[config.mk]
export PLATFORM = sky130hd
export DESIGN_NAME = imem_port_arbiter
export DESIGN_NICKNAME = d
export VERILOG_FILES = /design/src/rtl/imem_port_arbiter.sv
export SDC_FILE = /design/constraint.sdc
export NUM_CORES = 1
export LEC_CHECK = 0
export ABC_AREA = 1
export CORE_MARGIN = 3
export CORE_UTILIZATION = 34
export CTS_BUF_LIST = sky130_fd_sc_hd__clkbuf_4 sky130_fd_sc_hd__clkbuf_8
export CTS_CLUSTER_DIAMETER = 150
export DETAILED_ROUTE_END_ITERATION = 10
export GPL_TIMING_DRIVEN = 0
export PLACE_DENSITY = 0.76
export RECOVER_POWER = 100
export SYNTH_ARGS = -nofsm -noshare
export SYNTH_HDL_FRONTEND = slang
export SYNTH_SLANG_ARGS = --single-unit
[constraint.sdc]
create_clock -name clk -period 1.6 [get_ports clk]
set_input_delay 0.32 -clock clk [delete_from_list [all_inputs] [get_ports clk]]
set_output_delay 0.32 -clock clk [all_outputs]
set_load 0.1 [all_outputs]
[src/rtl/imem_port_arbiter.sv]
// imem_port_arbiter: round-robin sharing of one instruction-memory port with locked grant and watchdog abort
module imem_port_arbiter #(
  parameter int XLEN = 32,
  parameter int NUM_REQ = 2,
  parameter int TIMEOUT_CYCLES = 256
) (
  input  logic                                          clk,
  input  logic                                          rst,
  input  logic [NUM_REQ-1:0]                            up_req,
  input  logic [NUM_REQ*XLEN-1:0]                       up_addr,
  output logic [XLEN-1:0]                               up_rdata,
  output logic [NUM_REQ-1:0]                            up_ready,
  output logic                                          mem_req,
  output logic [XLEN-1:0]                               mem_addr,
  input  logic [XLEN-1:0]                               mem_rdata,
  input  logic                                          mem_ready,
  output logic                                          timeout_err,
  output logic [(NUM_REQ > 1 ? $clog2(NUM_REQ) : 1)-1:0] timeout_id,
  output logic                                          busy
);
  localparam int IW = NUM_REQ > 1 ? $clog2(NUM_REQ) : 1;
  localparam int WW = TIMEOUT_CYCLES > 0 ? $clog2(TIMEOUT_CYCLES + 1) : 1;
  localparam logic [WW-1:0] WLAST = WW'(TIMEOUT_CYCLES > 0 ? TIMEOUT_CYCLES - 1 : 0);
  localparam logic [IW:0] NR = (IW + 1)'(NUM_REQ);
  typedef enum logic {IDLE, BUSY} state_t;
  state_t state;
  logic [IW-1:0] rr_ptr, grant, sel, off;
  logic [IW:0] sum;
  logic [NUM_REQ-1:0] rot;
  logic [XLEN-1:0] sel_addr;
  logic [WW-1:0] wdog;
  logic done, abort;
  // rotate requests so bit 0 is rr_ptr; the lowest set bit is the winner's offset
  always_comb begin
    rot = NUM_REQ'({up_req, up_req} >> rr_ptr);
    off = '0;
    for (int i = NUM_REQ - 1; i >= 0; i--) if (rot[i]) off = IW'(i);
    sum = {1'b0, rr_ptr} + {1'b0, off};
    sel = IW'(sum >= NR ? sum - NR : sum);
    sel_addr = '0;
    for (int k = 0; k < NUM_REQ; k++) if (sel == IW'(k)) sel_addr = up_addr[k*XLEN +: XLEN];
  end
  assign done = state == BUSY && mem_ready;
  assign abort = TIMEOUT_CYCLES > 0 && state == BUSY && !mem_ready && wdog == WLAST;
  assign up_ready = (done || abort) ? NUM_REQ'(1) << grant : '0;
  assign up_rdata = done ? mem_rdata : '0;
  assign timeout_err = abort;
  assign timeout_id = abort ? grant : '0;
  assign busy = state == BUSY;
  always_ff @(posedge clk) begin
    if (rst) begin
      state <= IDLE;
      rr_ptr <= '0;
      grant <= '0;
      mem_req <= 1'b0;
      mem_addr <= '0;
      wdog <= '0;
    end else if (state == IDLE) begin
      if (|up_req) begin
        state <= BUSY;
        grant <= sel;
        mem_addr <= sel_addr;
        mem_req <= 1'b1;
        wdog <= '0;
      end
    end else begin
      wdog <= wdog + 1'b1;
      if (done || abort) begin
        state <= IDLE;
        mem_req <= 1'b0;
        rr_ptr <= grant == IW'(NUM_REQ - 1) ? '0 : grant + 1'b1;
      end
    end
  end
endmodule

After elaboration in Yosys (flattened, before gate mapping):

Cells that the tools add are included.

* register bits after elaboration: 45
* word-level logic and storage cells: 42
* input port bits: 101
* output and inout port bits: 70

* shift-type cells: 2
* muxes and demuxes: 16
* equal/unequal tests: 2
* add/sub/neg operators: 4
* order comparisons: 1
* bitwise logic cells: 1
* reductions and logical operators: 10

Operators by type and width (number)
* $mux W32: 2
* $mux W9: 2
* $mux W1: 11
* $add A9 B1 Y9 const B: 1
* $eq A9 B8 Y1 const B: 1
* $reduce_and A2 Y1: 3
* $shr A4 B1 Y2: 1
* $logic_and A1 B1 Y1: 3
* $add A1 B1 Y2: 1
* $ge A2 B2 Y1 const B: 1
* $mux W2: 1
* $ne A2 B1 Y1 const B: 1
* $reduce_bool A2 Y1: 1
* $reduce_or A2 Y1: 1
* $shl A1 B1 Y2 const A: 1
* $add A1 B1 Y1 const B: 1
* $logic_not A1 Y1: 1
* $logic_or A1 B1 Y1: 1
* $not A1 Y1: 1
* $sub A1 B1 Y1 const B: 1

Longest topological paths before layout:

Gate-level depths: netlist of run 1.

* depth in word-level cells: 7
* gate-level depth with buffers: 8
* mapped depth without buffers: 8

Least setup slack after synthesis of run 1:

Ideal clock, no wire load.

* kind: reg2out
* start: reg state, in the netlist busy
* end: out timeout_id
* required time: 1.280 ns
* cell stages (with the launch flop): 4
* arrival time: 3.449 ns
* path slack: -2.169 ns
* path buffers: 1
* cell sequence: dfxtp_1 > buf_2 > nand2_1 > nor3_1

* cells in the longest elaborated chain, start to end: 3

RTL lines
* start, declared: RTL line 26 `state_t state;`
* start signal, assigned: RTL line 52 `state <= IDLE;`
* start signal, assigned: RTL line 60 `state <= BUSY;`
* start signal, assigned: RTL line 69 `state <= IDLE;`
* $logic_and A1 B1 Y1 (2 in series): RTL line 44 `assign abort = TIMEOUT_CYCLES > 0 && state == BUSY && !mem_ready && wdog == WLAST;`
* $mux W1: RTL line 48 `assign timeout_id = abort ? grant : '0;`
* end, declared: RTL line 18 `output logic [(NUM_REQ > 1 ? $clog2(NUM_REQ) : 1)-1:0] timeout_id,`

Every way passes these cells.

Worst setup path after layout of run 1:

* start: reg wdog[1]
* end: out timeout_id

* cells in the longest elaborated chain, start to end: 3

RTL lines
* start, declared: RTL line 31 `logic [WW-1:0] wdog;`
* start signal, assigned: RTL line 67 `wdog <= wdog + 1'b1;`
* $eq A9 B8 Y1: RTL line 44
* $logic_and A1 B1 Y1: RTL line 44
* $mux W1: RTL line 48

Every way passes these cells.

==> results of run 1 <==
layout make-up:
cell class	count	area, um2
buffer	19	234.0
clock buffer	5	68.82
clock inverter	3	68.82
fill	551	1892
inverter	56	215.2
multi-input combinational	292	1649
sequential	45	915.9
tap	99	123.9
timing repair buffer	181	2202
how the worst min path moves through the flow:
stage,start,end,cells after the start
after floorplan,rst,wdog[1],1
after global placement,mem_req,mem_req,2
after detailed placement,mem_addr[25],mem_addr[25],2
after CTS,mem_addr[17],mem_addr[17],2
after global routing,mem_addr[15],mem_addr[15],2
final,mem_addr[17],mem_addr[17],2
per-stage QoR:
stage | instance area, um2 | utilization, %
2_1_floorplan | 2955 | -
3_5_place_dp | 4781 | 64.87
5_1_grt | 5478 | 74.33
3_3_place_gp | 4781 | 64.87
4_1_cts | 5504 | 74.69
6_report | 5478 | 74.33
state kept, by name, indices dropped and copies added, names as in the netlist:
signal and count:
wdog 9, mem_addr 32, grant 1, rr_ptr 1, mem_req 1, busy 1
worst max-delay path, stage by stage, from the launching register on:
cell     delay, ns
dfxtp_4       0.37
ha_4          0.15
nand2_4       0.06
nor4_4        0.14
ha_2          0.27
nand2_4       0.08
nor3_4        0.15
buf_12        0.20
timing repair:
action                     4_1_cts  5_1_grt
resized for setup              444        5
pin swaps                        4        6
setup buffers                    6        2
cloned                           3        0
setup endpoints to repair       73       37
cell families after synthesis:
kind of cell               after synthesis
buffers and inverters                   75
AOI/OAI and AO/OA                       11
adders and majority gates                2
and+or+nand+nor                        279
DFF                                     45
metal layers:
| metal | vias up | share of wire [%] | routed length, um | track usage, % |
|---|---|---|---|---|
| met5 | - | 0 | 0 | 0 |
| met4 | 0 | 2.2 | 226 | 5.656 |
| met3 | 16 | 5.8 | 603 | 4.968 |
| met2 | 96 | 54 | 5652 | 42.52 |
| met1 | 1454 | 38 | 3912 | 25.74 |
| li1 | 1617 | - | - | - |
cells in the final DEF (no fill, tap or decap), types with 6 or more instances in the layout:
cell / instances
nand2_1: 143
buf_12: 37
inv_1: 52
nand3_1: 38
clkbuf_16: 6
nor2_4: 33
clkdlybuf4s15_2: 32
nand2_2: 34
clkdlybuf4s50_1: 98
nand3b_1: 6
nor2_1: 13
buf_4: 16
dfxtp_1: 39
power groups by stage:
stage	clock, mW	combinational, mW	sequential [mW]
floorplan	0	0.692	1.83
global placement	0	1.77	1.29
detailed placement	0	1.79	1.29
CTS	1.06	1.91	1.26
global route	1.11	1.99	1.27
finish	1.05	1.90	1.26
==> flow_summary_export.csv, run 1 <==
group,metric,value,unit
logic_synthesis,synthAdderAreaFrac,0.9574,%
placement,dp.cells,681,
clocking,cts_hold_buf,0,
route,vias,3183,
logic_synthesis,synth_top_area_share,34.47,%
clocking,cts_tree,"built",
floorplan,die_x,93.68,um
logic_synthesis,synthDistinctLibCells,26,
power,seq_power_share,29.9,%
route,drc_errors,0,
logic_synthesis,synth_top_area_cell,"dfxtp_1",
job,max_cap_viol_count,0,
critical_path,crit_required,1.28,ns
power,p_int,2.483,mW
clocking,clk_latency,0.30,ns
critical_path,crit_path_end_kind,"output port",
route,viasPerCell,4.547,
route,finalWirelength,10.40,mm
critical_path,crit_path_start,"wdog[1]",
power,p_comb_share,45.2,%
layout,layout.nets,703,
logic_synthesis,synth_seq_cells,45,
timing,fin_ws,-0.4565,ns
placement,port-buffer-count,170,
route,wl_per_cell,14.85,um
status,violations,"negative setup slack",
clocking,clock-sinks,45,
clocking,clockRootBuffer,"clkbuf_8",
floorplan,io_pins,171,
route,drt-pass1-iter-count,4,
timing,setup_viol,64,
timing,finalCriticalPeriod,2.056,ns
placement,pre_cts_ws,-1.466,ns
status,outcome,"finished with violations",
clocking,htreeDepth,2,
global_route,grt_usage,22.67,%
logic_synthesis,syn_area,2614,um2
logic_synthesis,yosysMostFrequentCell,"nand2_1",
power,p_sw,1.729,mW
logic_synthesis,synth_top_family_by_area,"simple AND/OR/NAND/NOR gates",
logic_synthesis,synthesis.nets,515,
critical_path,r2r_end,"mem_addr[2]",
logic_synthesis,synth_xor_xnor_area_share,0,%
critical_path,worstPathArrival,1.74,ns
global_route,grt_pass1_vias,3146,
layout,n_antenna_cell,0,
floorplan,die-area,8776,um2
power,p_per_area,768.9,nW/um2
global_route,antenna_found_initial,0,
logic_synthesis,synthMuxAreaShare,0,%
logic_synthesis,synthSimpleGateAreaFrac,47.20,%
timing,relSlewSlack,61.10,%
critical_path,r2r_cells,7,
logic_synthesis,synth-compound-area-share,2.633,%
critical_path,reg2reg_slack,-0.01,ns
power,power,4.212,mW
logic_synthesis,synthCells,412,
placement,place_hpwl,7.139,mm
route,drt-initial-drc-count,86,
power,p_leak,2.568,nW
route,postRouteAntennaNets,0,
logic_synthesis,yosys-top-cells-count,"nand2_1 (148), inv_1 (52), nor2_1 (47), dfxtp_1 (45), nand3_1 (38)",
timing,fin_crit_sh,128.5,%
logic_synthesis,synth_area_per_cell,6.344,um2
critical_path,endpoint,"timeout_id",
critical_path,cp_max_fo,2,
critical_path,rr_startpoint,"busy",
power,vdd_drop_max,0.0007021,V
power,clockPowerShare,24.9,%
floorplan,row_count,31,
global_route,grt_overflow,0,
clocking,cts.path.max_buffers,2,
floorplan,start_util,35.47,%
timing,hold_violations,0,
timing,finClkSkew,0.01241,ns
critical_path,path_class,"register to output port",
global_route,grt_max_degree,16,
layout,drive_gt1_share,33.11,%
worst_hold_path,hold_class,"register to register",
timing,maxSlewViolCount,0,
logic_synthesis,synth_seq_area_share,34.47,%
global_route,grt_pass1_wl,15.81,mm
critical_path,startpoint_type,"register",
clocking,clk_pin_slew,0.10,ns
timing,worst_pin_slew,0.5862,ns
logic_synthesis,synthTopCellsByArea,"dfxtp_1 (34%), nand2_1 (21%), nand2_2 (7.7%)",
placement,globalplace.congestion,0.8010,
logic_synthesis,yosysWarnings,0,
floorplan,core_area,7370,um2
timing,grt_setup_unrepaired,"true",
floorplan,die_y,93.68,um
timing,whs,0.4571,ns
timing,setup_tns,-3.876,ns
logic_synthesis,synth_edf_count,0,
logic_synthesis,ys.flop_type,"dfxtp_1",
clocking,numCtsBuffers,5,
timing,fmax,0.4863,GHz
layout,layoutNonFillerInstCount,700,
logic_synthesis,ys_async_sr_fraction,0,%
power,power_switching_share,41.04,%
layout,syn_to_final_growth,109.6,%
(Power assumes the default switching activity.)
==> run 2, diff against run 1 <==
--- a/config.mk
+++ b/config.mk
@@ -6,14 +6,16 @@
 export NUM_CORES = 1
 export LEC_CHECK = 0
 export ABC_AREA = 1
+export CORE_ASPECT_RATIO = 0.7
 export CORE_MARGIN = 3
-export CORE_UTILIZATION = 34
+export CORE_UTILIZATION = 40
 export CTS_BUF_LIST = sky130_fd_sc_hd__clkbuf_4 sky130_fd_sc_hd__clkbuf_8
 export CTS_CLUSTER_DIAMETER = 150
 export DETAILED_ROUTE_END_ITERATION = 10
 export GPL_TIMING_DRIVEN = 0
-export PLACE_DENSITY = 0.76
+export PLACE_DENSITY = 0.85
 export RECOVER_POWER = 100
+export SLEW_MARGIN = 10
 export SYNTH_ARGS = -nofsm -noshare
 export SYNTH_HDL_FRONTEND = slang
 export SYNTH_SLANG_ARGS = --single-unit
==> constraint.sdc (replaced) <==
create_clock -name clk -period 2.6 [get_ports clk]
set_input_delay 0.52 -clock clk [delete_from_list [all_inputs] [get_ports clk]]
set_output_delay 0.52 -clock clk [all_outputs]
set_load 0.1 [all_outputs]
==> flow_summary_export.csv, run 2 (synthesis gave the netlist of run 1 again) <==
group,metric,value,unit
status,outcome,"completed",
critical_path,crit_path_end_kind,"output port",
timing,fin_ws,0.06398,ns
clocking,clockRootBuffer,"clkbuf_8",
timing,setup_viol,0,
placement,place_hpwl,7.293,mm
route,postRouteAntennaNets,0,
global_route,grt_overflow,0,
clocking,cts.path.max_buffers,2,
layout,final_cell_mix,"nand2_1 (168), clkdlybuf4s50_1 (98), inv_1 (53), dfxtp_1 (44), nand3_1 (38)",
layout,n_fill_cell,471,
clocking,htreeDepth,2,
clocking,clock-sinks,45,
critical_path,crit_chain,"clkdlybuf4s50_1, nand2_1, nor2_2, clkdlybuf4s15_2",
layout,multi_input_area,1481,um2
placement,port-buffer-count,170,
route,drt-pass1-iter-count,4,
layout,drive_gt1_share,19.35,%
critical_path,max_stage_delay,0.58,ns
timing,finalCriticalPeriod,2.536,ns
timing,worst_pin_slew,1.216,ns
clocking,clk_pin_slew,0.08,ns
timing,fin_crit_sh,97.54,%
floorplan,start_util,43.46,%
layout,seq_area,902.1,um2
power,vdd_drop_max,0.0002677,V
placement,place_area,4659,um2
timing,finClkSkew,0.003891,ns
layout,layout.nets,693,
clocking,cts_tree,"built",
timing,maxSlewViolCount,0,
global_route,met2_usage,38.91,%
route,wl_per_cell,13.41,um
floorplan,die_y,73.63,um
power,p_leak,2.328,nW
clocking,numCtsBuffers,5,
global_route,grt_max_degree,13,
route,drc_errors,0,
layout,stdcell_area,4597,um2
global_route,grt_pass1_wl,13.83,mm
global_route,grt_use_met1,28.46,%
critical_path,path_class,"input port to output port",
placement,pre_cts_ws,-1.158,ns
global_route,grt.busiest_layer,"met2",
worst_hold_path,hold_class,"register to register",
layout,reg_top3,"mem_addr x32, wdog x9",
floorplan,die_x,102.6,um
timing,relSlewSlack,18.07,%
layout,regMostFlops,"mem_addr",
timing,fmax,0.3943,GHz
critical_path,crit_required,2.08,ns
job,max_cap_viol_count,0,
route,viasPerCell,4.724,
route,finalWirelength,8.902,mm
layout,largest_register_ffs,32,
route,drt-initial-drc-count,106,
floorplan,row_count,23,
critical_path,worstPathArrival,2.02,ns
layout,layout_commonest_cell,"nand2_1",
floorplan,io_pins,171,
global_route,met3_usage,6.831,%
global_route,grt_pass1_vias,2953,
power,p_per_area,484.4,nW/um2
clocking,cts_hold_buf,0,
timing,hold_violations,0,
global_route,antenna_found_initial,0,
global_route,grt_usage,23.35,%
clocking,clk_latency,0.29,ns
layout,syn_to_final_growth,75.87,%
critical_path,cp_max_fo,5,
placement,globalplace.congestion,0.8507,
floorplan,die-area,7556,um2
critical_path,startpoint_type,"input port",
floorplan,core_area,6015,um2
critical_path,crit_slowest_cell,"clkdlybuf4s50_1",
layout,n_antenna_cell,0,
power,power,2.227,mW
timing,whs,0.4536,ns
route,vias,3137,
## run 2: critical path: cells and delay by family
kind / cells / cell delay [ns]
simple gates: 2 / 0.33
buf+inv: 2 / 1.15
## run 2: what timing repair did
item / CTS / global route
endpoints found under the setup margin: 36 / 30
pin swaps: 0 / 3
buffers inserted: 0 / 1
cloned: 0 / 0
gates resized for setup: 225 / 11
## run 2: final timing paths
kind | slack [ns] | cells after the start | startpoint | end
hold / removal | 0.45 | 2 | mem_addr[26] | mem_addr[26]
setup reg to reg | 0.79 | 9 | wdog[0] | rr_ptr
hold reg to reg | 0.45 | 2 | mem_addr[26] | mem_addr[26]
setup / recovery | 0.06 | 4 | mem_ready | up_rdata[31]
## run 2: routing by layer
layer	part of all wire, %	up-vias
met5	0	-
met3	8.5	23
met1	40	1385
met2	48	140
met4	3.0	0
li1	-	1589
## run 2: per-stage QoR
step / std cells / setup TNS (ns) / util (%)
after CTS: 663 / 0 / 78.09
after global placement: 657 / -35.32 / 77.47
after global routing: 664 / -0.01639 / 76.43
after floorplan: 412 / -0.005693 / -
final: 664 / 0 / 76.43
after detailed placement: 657 / -36.74 / 77.47
## run 2: area by class of cell
cell class | count | share of cell area [%]
sequential | 45 | 19.62
tap | 75 | 2.041
inverter | 56 | 4.682
clock buffer | 5 | 1.497
buffer | 19 | 3.566
multi-input combinational | 292 | 32.23
clock inverter | 1 | 0.1089
timing repair buffer | 171 | 36.25
## run 2: report_power, final
part	switching (mW)	internal, mW	leakage, nW
Combinational	0.733	0.319	1.92
Clock	0.228	0.177	0.0399
Sequential	0.0289	0.740	0.370
Total	0.991	1.24	2.33
==> run 3, diff against run 2 <==
--- a/config.mk
+++ b/config.mk
@@ -13,9 +13,10 @@
 export CTS_CLUSTER_DIAMETER = 150
 export DETAILED_ROUTE_END_ITERATION = 10
 export GPL_TIMING_DRIVEN = 0
+export HOLD_SLACK_MARGIN = 0.03
 export PLACE_DENSITY = 0.85
 export RECOVER_POWER = 100
-export SLEW_MARGIN = 10
+export SLEW_MARGIN = 20
 export SYNTH_ARGS = -nofsm -noshare
 export SYNTH_HDL_FRONTEND = slang
 export SYNTH_SLANG_ARGS = --single-unit
==> flow_summary_export.csv, run 3 (synthesis gave the netlist of run 1 again) <==
group,metric,value,unit
critical_path,crit_required,2.08,ns
floorplan,die_y,73.63,um
timing,grt_setup_unrepaired,"true",
timing,setup_viol,0,
timing,finalCriticalPeriod,2.572,ns
critical_path,path_class,"register to output port",
placement,port-buffer-count,170,
critical_path,r2r_end,"rr_ptr",
worst_hold_path,hold_class,"register to register",
timing,fin_crit_sh,98.91,%
layout,layout_commonest_cell,"nand2_1",
critical_path,reg2reg_slack,0.73,ns
layout,final_util,78.91,%
route,viasPerCell,4.739,
layout,largest_register_ffs,32,
critical_path,startpoint_type,"register",
global_route,grt_usage,23.86,%
floorplan,die_x,102.6,um
route,drt-pass1-iter-count,5,
route,drt-initial-drc-count,131,
clocking,cts_tree,"built",
critical_path,worstPathArrival,2.05,ns
timing,fmax,0.3888,GHz
power,p_per_area,509.8,nW/um2
layout,n_antenna_cell,0,
global_route,grt_pass1_wl,14.13,mm
global_route,antenna_found_initial,0,
floorplan,start_util,43.46,%
global_route,met3_usage,7.495,%
layout,layout.nets,693,
layout,regMostFlops,"mem_addr",
global_route,grt_pass1_vias,3013,
clocking,cts.path.max_buffers,2,
placement,place_hpwl,7.441,mm
global_route,met2_usage,40.70,%
global_route,grt_overflow,0,
placement,pre_cts_ws,-1.138,ns
clocking,clock-sinks,45,
layout,final_cell_mix,"nand2_1 (148), clkdlybuf4s50_1 (133), inv_1 (53), dfxtp_1 (42), buf_4 (41)",
route,postRouteAntennaNets,0,
timing,finClkSkew,0.01336,ns
timing,hold_violations,0,
floorplan,die-area,7556,um2
power,vdd_drop_max,0.0002913,V
critical_path,crit_path_end_kind,"output port",
floorplan,core_area,6015,um2
global_route,grt_max_degree,14,
timing,maxSlewViolCount,0,
critical_path,r2r_cells,9,
clocking,cts_hold_buf,0,
timing,relSlewSlack,15.58,%
route,finalWirelength,9.069,mm
layout,drive_gt1_share,24.37,%
layout,seq_area,904.6,um2
clocking,clk_latency,0.30,ns
layout,reg_top3,"mem_addr x32, wdog x9",
critical_path,endpoint,"up_ready[0]",
critical_path,cp_max_fo,4,
clocking,numCtsBuffers,5,
floorplan,io_pins,171,
status,outcome,"completed",
clocking,clockRootBuffer,"clkbuf_8",
placement,globalplace.congestion,0.8507,
power,p_leak,2.306,nW
critical_path,rr_startpoint,"wdog[0]",
timing,worst_pin_slew,1.253,ns
global_route,grt.busiest_layer,"met2",
clocking,clk_pin_slew,0.08,ns
layout,syn_to_final_growth,81.57,%
job,max_cap_viol_count,0,
global_route,grt_use_met1,28.49,%
route,vias,3156,
route,drc_errors,0,
layout,multi_input_area,1580,um2
route,wl_per_cell,13.62,um
critical_path,crit_path_start,"wdog[0]",
layout,n_fill_cell,448,
floorplan,row_count,23,
timing,fin_ws,0.02828,ns
clocking,htreeDepth,2,
## run 3: metrics by stage
step	std cells	area, um2	hold slack (ns)	total power, mW	setup TNS [ns]
floorplan	412	2864	0.4494	1.538	-0.005693
global placement	657	4659	0.4374	1.871	-35.32
detailed placement	657	4661	0.4390	1.884	-34.96
CTS	665	4738	0.4539	2.431	0
global route	666	4746	0.4677	2.518	-0.1233
finish	666	4746	0.4532	2.419	0
## run 3: metal layers
layer  wire length [um]  vias up
li1                   -     1585
met2               4440      140
met5                  0        -
met4                199        0
met1               3661     1413
met3                767       18
## run 3: layout make-up
| type | instances | area share [%] |
|---|---|---|
| tap | 75 | 1.977 |
| buffer | 19 | 3.823 |
| sequential | 45 | 19.06 |
| multi-input combinational | 292 | 33.30 |
| clock buffer | 7 | 1.898 |
| clock inverter | 1 | 0.6327 |
| inverter | 56 | 4.429 |
| timing repair buffer | 171 | 34.88 |
## run 3: timing repair
item,4_1_cts,5_1_grt
setup buffers,0,1
endpoints found under the setup margin,36,34
gates resized for setup,223,9
pin swaps,0,2
endpoints found under the hold margin,0,0
gates cloned,0,0
## run 3: how the worst min path moves through the flow
| stage | startpoint | end | cells after the start |
|---|---|---|---|
| detailed placement | mem_addr[26] | mem_addr[26] | 2 |
| global route | mem_addr[21] | mem_addr[21] | 2 |
| finish | mem_addr[26] | mem_addr[26] | 2 |
| CTS | mem_addr[26] | mem_addr[26] | 2 |
| floorplan | wdog[6] | wdog[6] | 2 |
| global placement | mem_addr[26] | mem_addr[26] | 2 |
## run 3: where the power goes
part	internal [mW]	switching, mW
Sequential	0.741	0.0360
Clock	0.324	0.233
Combinational	0.343	0.742
Total	1.41	1.01
## run 3: critical path, cell delays in order (launching register included)
cell     delay [ns]
dfxtp_2        0.37
ha_2           0.21
nand2_1        0.12
nor4_4         0.29
ha_2           0.23
o21ai_1        0.13
nor2_2         0.20
buf_12         0.20
